===== src/rtl/branch_predictor_pkg.sv =====
// Shared constants for the dynamic branch predictor.
// 2-bit counter states and the counter reset value.
package branch_predictor_pkg;

  localparam logic [1:0] BP_SNT = 2'b00;
  localparam logic [1:0] BP_WNT = 2'b01;
  localparam logic [1:0] BP_WT  = 2'b10;
  localparam logic [1:0] BP_ST  = 2'b11;

  localparam logic [1:0] BP_CTR_RST = BP_WNT;

endpackage


===== src/rtl/bp_sat_counter2.sv =====
// 2-bit saturating counter next-state function.
// Pure combinational; used on the predictor update path.
module bp_sat_counter2
  import branch_predictor_pkg::*;
(
  input  logic [1:0] ctr,
  input  logic       taken,
  output logic [1:0] ctr_next
);

  // step toward the outcome, holding at ST / SNT
  always_comb begin
    ctr_next = ctr;
    unique case (1'b1)
      taken && (ctr != BP_ST):   ctr_next = ctr + 2'd1;
      !taken && (ctr != BP_SNT): ctr_next = ctr - 2'd1;
      default: ;
    endcase
  end

endmodule


===== src/rtl/branch_predictor.sv =====
// BTB + 2-bit BHT branch predictor, optional gshare indexing.
// Define BP_GSHARE_EN to xor global history into the BHT index.
module branch_predictor
  import branch_predictor_pkg::*;
#(
  parameter int DATA_LEN = 32,
  parameter int ENTRIES  = 64,
  parameter int TAG_LEN  = 8,
  parameter int GHR_LEN  = 6
) (
  input  logic                clk,
  input  logic                reset,
  input  logic [DATA_LEN-1:0] pred_pc,
  output logic                pred_taken,
  output logic [DATA_LEN-1:0] pred_target,
  input  logic                upd_valid,
  input  logic [DATA_LEN-1:0] upd_pc,
  input  logic                upd_is_br,
  input  logic                upd_is_jal,
  input  logic                upd_taken,
  input  logic [DATA_LEN-1:0] upd_target,
  input  logic                upd_mispredict,
  output logic [31:0]         br_count,
  output logic [31:0]         mispred_count
);

  localparam int IDX_LEN = $clog2(ENTRIES);

  typedef struct packed {
    logic                valid;
    logic                jal;
    logic [TAG_LEN-1:0]  tag;
    logic [DATA_LEN-1:0] tgt;
  } btb_t;

  btb_t        btb_q [ENTRIES];
  btb_t        btb_d [ENTRIES];
  logic [1:0]  bht_q [ENTRIES];
  logic [1:0]  bht_d [ENTRIES];
  logic [31:0] br_count_q;
  logic [31:0] br_count_d;
  logic [31:0] mispred_count_q;
  logic [31:0] mispred_count_d;

  logic [IDX_LEN-1:0] hist;
  logic [IDX_LEN-1:0] p_idx;
  logic [IDX_LEN-1:0] p_bidx;
  logic [IDX_LEN-1:0] u_idx;
  logic [IDX_LEN-1:0] u_bidx;
  logic [TAG_LEN-1:0] p_tag;
  logic [TAG_LEN-1:0] u_tag;
  btb_t               p_ent;
  logic               p_hit;
  logic               bht_wr;
  logic [1:0]         ctr_next;

  function automatic logic [IDX_LEN-1:0] idx_of(
    input logic [DATA_LEN-1:0] pc
  );
    return pc[IDX_LEN+1:2];
  endfunction

  function automatic logic [TAG_LEN-1:0] tag_of(
    input logic [DATA_LEN-1:0] pc
  );
    return pc[TAG_LEN+IDX_LEN+1:IDX_LEN+2];
  endfunction

`ifdef BP_GSHARE_EN
  logic [GHR_LEN-1:0] ghr_q;
  logic [GHR_LEN-1:0] ghr_d;

  assign hist = IDX_LEN'(ghr_q);

  // history advances only when a conditional branch resolves
  always_comb begin
    ghr_d = ghr_q;
    if (upd_valid && bht_wr) begin
      ghr_d = GHR_LEN'({ghr_q, upd_taken});
    end
  end

  // global history register
  always_ff @(posedge clk or negedge reset) begin
    if (!reset) ghr_q <= '0;
    else        ghr_q <= ghr_d;
  end
`else
  localparam int unused_ghr_len = GHR_LEN;
  assign hist = '0;
`endif

  logic unused_pc;
  assign unused_pc = ^{pred_pc, upd_pc};

  assign p_idx  = idx_of(pred_pc);
  assign p_tag  = tag_of(pred_pc);
  assign p_bidx = p_idx ^ hist;
  assign p_ent  = btb_q[p_idx];
  assign p_hit  = p_ent.valid && (p_ent.tag == p_tag);

  assign pred_taken  = p_hit && (p_ent.jal || bht_q[p_bidx][1]);
  assign pred_target = pred_taken ? p_ent.tgt
                                  : pred_pc + DATA_LEN'(4);

  assign u_idx  = idx_of(upd_pc);
  assign u_tag  = tag_of(upd_pc);
  assign u_bidx = u_idx ^ hist;
  assign bht_wr = upd_is_br && !upd_is_jal;

  bp_sat_counter2 u_ctr (
    .ctr      (bht_q[u_bidx]),
    .taken    (upd_taken),
    .ctr_next (ctr_next)
  );

  // training: counters on branches, BTB on taken outcomes
  always_comb begin
    btb_d           = btb_q;
    bht_d           = bht_q;
    br_count_d      = br_count_q;
    mispred_count_d = mispred_count_q;
    if (upd_valid) begin
      br_count_d = br_count_q + 32'd1;
      if (upd_mispredict) begin
        mispred_count_d = mispred_count_q + 32'd1;
      end
      if (bht_wr) begin
        bht_d[u_bidx] = ctr_next;
      end
      if (upd_taken) begin
        btb_d[u_idx] = '{valid: 1'b1,
                         jal:   upd_is_jal,
                         tag:   u_tag,
                         tgt:   upd_target};
      end
    end
  end

  // table and statistics registers
  always_ff @(posedge clk or negedge reset) begin
    if (!reset) begin
      for (int i = 0; i < ENTRIES; i++) begin
        btb_q[i] <= '0;
        bht_q[i] <= BP_CTR_RST;
      end
      br_count_q      <= '0;
      mispred_count_q <= '0;
    end else begin
      btb_q           <= btb_d;
      bht_q           <= bht_d;
      br_count_q      <= br_count_d;
      mispred_count_q <= mispred_count_d;
    end
  end

  assign br_count      = br_count_q;
  assign mispred_count = mispred_count_q;

endmodule


===== config.mk =====
export PLATFORM = sky130hd
export DESIGN_NAME = branch_predictor
export DESIGN_NICKNAME = d
export VERILOG_FILES = /design/src/rtl/branch_predictor_pkg.sv /design/src/rtl/bp_sat_counter2.sv /design/src/rtl/branch_predictor.sv
export SDC_FILE = /design/constraint.sdc
export NUM_CORES = 2
export LEC_CHECK = 0
export CAP_MARGIN = 5
export CORE_ASPECT_RATIO = 0.75
export CORE_MARGIN = 2
export CORE_UTILIZATION = 59
export DETAILED_ROUTE_END_ITERATION = 6
export GPL_ROUTABILITY_DRIVEN = 0
export PLACE_DENSITY = 0.76
export SLEW_MARGIN = 20
export SYNTH_ARGS = -nofsm -noshare
export SYNTH_HDL_FRONTEND = slang
export SYNTH_SLANG_ARGS = --single-unit
export TNS_END_PERCENT = 100

===== constraint.sdc =====
create_clock -name clk -period 6.3 [get_ports clk]
set_clock_uncertainty 0.05 [all_clocks]
set_input_delay 0.63 -clock clk [delete_from_list [all_inputs] [get_ports clk]]
set_output_delay 0.63 -clock clk [all_outputs]
set_load 0.005 [all_outputs]

==> out/metrics.yaml <==
synthesis:
  ys_warn_count: 0
  ys_types: 72
  netlist_area_um2: 131000
  synth_edf_count: 0
  synth.avg_cell_area_um2: 15.82
  synthArstFlopShare: 1.000
  ys_seq_elements: 2880
  synth_nets: 8383
  syn_inst: 8277
  ys_seq_area_frac: 0.5509
  synth_ff_type: "dfrtp_1"
critical_path:
  start_kind: "input pin"
  r2r-start: "bht_q[57]"
  crit_path_end_kind: "output pin"
  cp.arrival_ns: 5.20
  path_cells: "buf_8 -> buf_12 -> mux4_2 -> mux4_2 -> a22o_1 -> or3_1 -> a22oi_1 -> nand4_4 -> buf_12 -> mux2_4 -> clkdlybuf4s50_1"
  reg2reg_slack_ns: 3.24
  slowest_delay_ns: 0.58
  worstRegToRegCells: 7
  regToRegEndpoint: "bht_q[17]"
  worst-path-max-fanout: 40
  cp_data_required_time_ns: 5.62
  critPathKind: "in -> out"
  cp_slowest_cell: "a22oi_1"
clock_network:
  post-cts-setup-buffers: 0
  clk_path_buf_depth: 4
  numCtsBuffers: 283
  root_buffer: "clkbuf_16"
  h-tree-depth: 5
  clock_latency_ns: 0.88
  clock_sinks: 2880
  tritoncts: "done"
  ctsResizeCount: 0
  clk_pin_slew_ns: 0.06
  cts-hold-fix-buffers: 1
floorplan:
  start_util: 0.5944
  num_rows: 149
  die_area_um2: 225800
  die_x_um: 548.1
  io_pins: 200
  core_um2: 220400
  die_h_um: 412.0
place:
  place_area_um2: 135900
  post-place-ws_ns: 0.4529
  hpwlAfterDp_mm: 213.9
  numPortBuffers: 181
global_routing:
  grt_pass1_vias: 78900
  grt_max_degree: 195
  grt_pass1_wl_mm: 553.5
  track_usage: 0.3378
  antenna_found_initial: 24
  overflow: 0
run_status:
  status: "completed"
power:
  leakagePower_nw: 68.16
  powerDensity_nw_per_um2: 289.9
  fin_total_pwr_mw: 42.09
  peakVddDrop_v: 0.0002705
timing:
  rsz0062_at_grt: "no"
  setup_tns_ns: 0
  min_period_ns: 5.882
  finalMaxSlewViolations: 0
  finalCritPeriodShare: 0.9336
  fin_ws_ns: 0.4180
  setup-violations-final: 0
  maxSlewHeadroom: 0.2331
  hold_viol_final: 0
  max_freq_ghz: 0.1700
  worstMarginPinSlew_ns: 1.150
route:
  viasPerCell: 6.744
  drt_iter0_drc: 8125
  antenna_left: 0
  wl_per_cell_um: 33.34
  num_vias: 76300
  dr.pass1.iters: 6
  routed_wl_mm: 377.2
  drc: 0
job:
  cap_violations: 0
worst_hold_path:
  hold_end: "btb_q[2064]"
  hp-start: "upd_target[6]"
  hp-class: "in -> reg"
  min_path_cells: 2
cells_and_area:
  final_cell_mix: "dfrtp_1 (2816), mux2_2 (2767), mux4_2 (782)"
  fin_area_um2: 145200
  regArea_um2: 72150
  num-nets-final: 8265
  n_fill_cell: 15100
  mostFrequentLayoutCell: "dfrtp_1"
  drive_gt1_frac: 0.5316
  multi_input_area_um2: 55980
  area_growth_pct: 10.84
critical path, delay by kind of cell:
kind | cells | cell delay, ns
and+or+nand+nor | 2 | 0.76
buffers and inverters | 4 | 1.44
muxes | 3 | 1.38
AOI/OAI and AO/OA | 2 | 0.82
state kept, by name, summed over array words and instances (netlist names):
register and cells:
bht_q 128, br_count 32, btb_q 2688, mispred_count 32
stage by stage:
step	hold WS, ns	util	std cells
after floorplan	0.2844	-	8277
after global placement	0.3927	0.6169	10810
after detailed placement	0.3959	0.6169	10810
after CTS	0.2653	0.6583	11300
after global routing	0.2719	0.6587	11310
final	0.2657	0.6588	11310
final cells by class:
cell class | count | area share
Clock buffer | 427 | 0.05758
Multi-Input combinational cell | 4570 | 0.3856
Sequential cell | 2880 | 0.4970
Antenna cell | 10 | 0.0001724
Tap cell | 2944 | 0.02537
Inverter | 15 | 0.0004051
Timing Repair Buffer | 409 | 0.02874
Clock inverter | 59 | 0.005102
cell families after synthesis:
group / count (synthesis) / share of synthesized area
flops: 2880 / 0.5509
xor+xnor: 92 / 0.006152
mux: 3663 / 0.3824
fa+ha+maj: 5 / 0.0004395
compound gates: 248 / 0.01327
simple gates: 562 / 0.02126
buf+inv: 827 / 0.02561
how the worst max path moves through the flow:
stage / start / to / slack [ns] / depth (start not counted)
6_report: pred_pc[2] / pred_target[27] / 0.42 / 11
5_1_grt: pred_pc[2] / pred_target[31] / 0.29 / 12
2_1_floorplan: pred_pc[2] / pred_target[4] / 2.00 / 9
3_3_place_gp: pred_pc[3] / pred_target[31] / 0.38 / 13
3_5_place_dp: pred_pc[3] / pred_target[31] / 0.45 / 13
4_1_cts: pred_pc[3] / pred_target[31] / 0.45 / 13
cell usage after synthesis (4+ instances only):
cell type | n | area share
a2111oi_0 | 4 | 0.00027
a211oi_1 | 21 | 0.0012
a21oi_1 | 47 | 0.0018
a221oi_1 | 14 | 0.00094
a22o_1 | 12 | 0.00080
a22oi_1 | 53 | 0.0030
a31oi_1 | 12 | 0.00057
and2_1 | 17 | 0.00081
and3_1 | 21 | 0.0010
and4_1 | 9 | 0.00060
buf_1 | 161 | 0.0046
buf_2 | 81 | 0.0031
buf_4 | 16 | 0.00092
buf_6 | 8 | 0.00069
clkbuf_1 | 543 | 0.016
dfrtp_1 | 2816 | 0.54
dfstp_2 | 64 | 0.013
inv_1 | 13 | 0.00037
mux2_2 | 2767 | 0.24
mux2_4 | 25 | 0.0029
mux2i_1 | 86 | 0.0066
mux4_2 | 782 | 0.13
nand2_1 | 124 | 0.0036
nand2b_1 | 30 | 0.0014
nand3_1 | 48 | 0.0018
nand3b_1 | 4 | 0.00023
nand4_1 | 19 | 0.00091
nor2_1 | 153 | 0.0044
nor2b_1 | 19 | 0.00091
nor3_1 | 35 | 0.0013
nor3b_1 | 6 | 0.00034
nor4_1 | 5 | 0.00024
o211ai_1 | 19 | 0.0011
o21ai_0 | 29 | 0.0011
o22ai_1 | 7 | 0.00033
or2_2 | 52 | 0.0025
or3_1 | 12 | 0.00057
xnor2_1 | 66 | 0.0044
xor2_1 | 26 | 0.0017
power breakdown:
part	internal (mW)	total, mW	switching (mW)
logic	2.30	4.30	2.00
registers	20.0	20.8	0.769
clock network	9.78	17.0	7.23
layer usage:
layer | vias to the layer above | track usage | share of wire
li1 | 30440 | - | -
met1 | 41670 | 0.4871 | 0.41
met2 | 3408 | 0.5003 | 0.45
met3 | 775 | 0.08773 | 0.10
met4 | 6 | 0.1231 | 0.041
met5 | - | 0 | 0.000098
(Power assumes the default switching activity.)
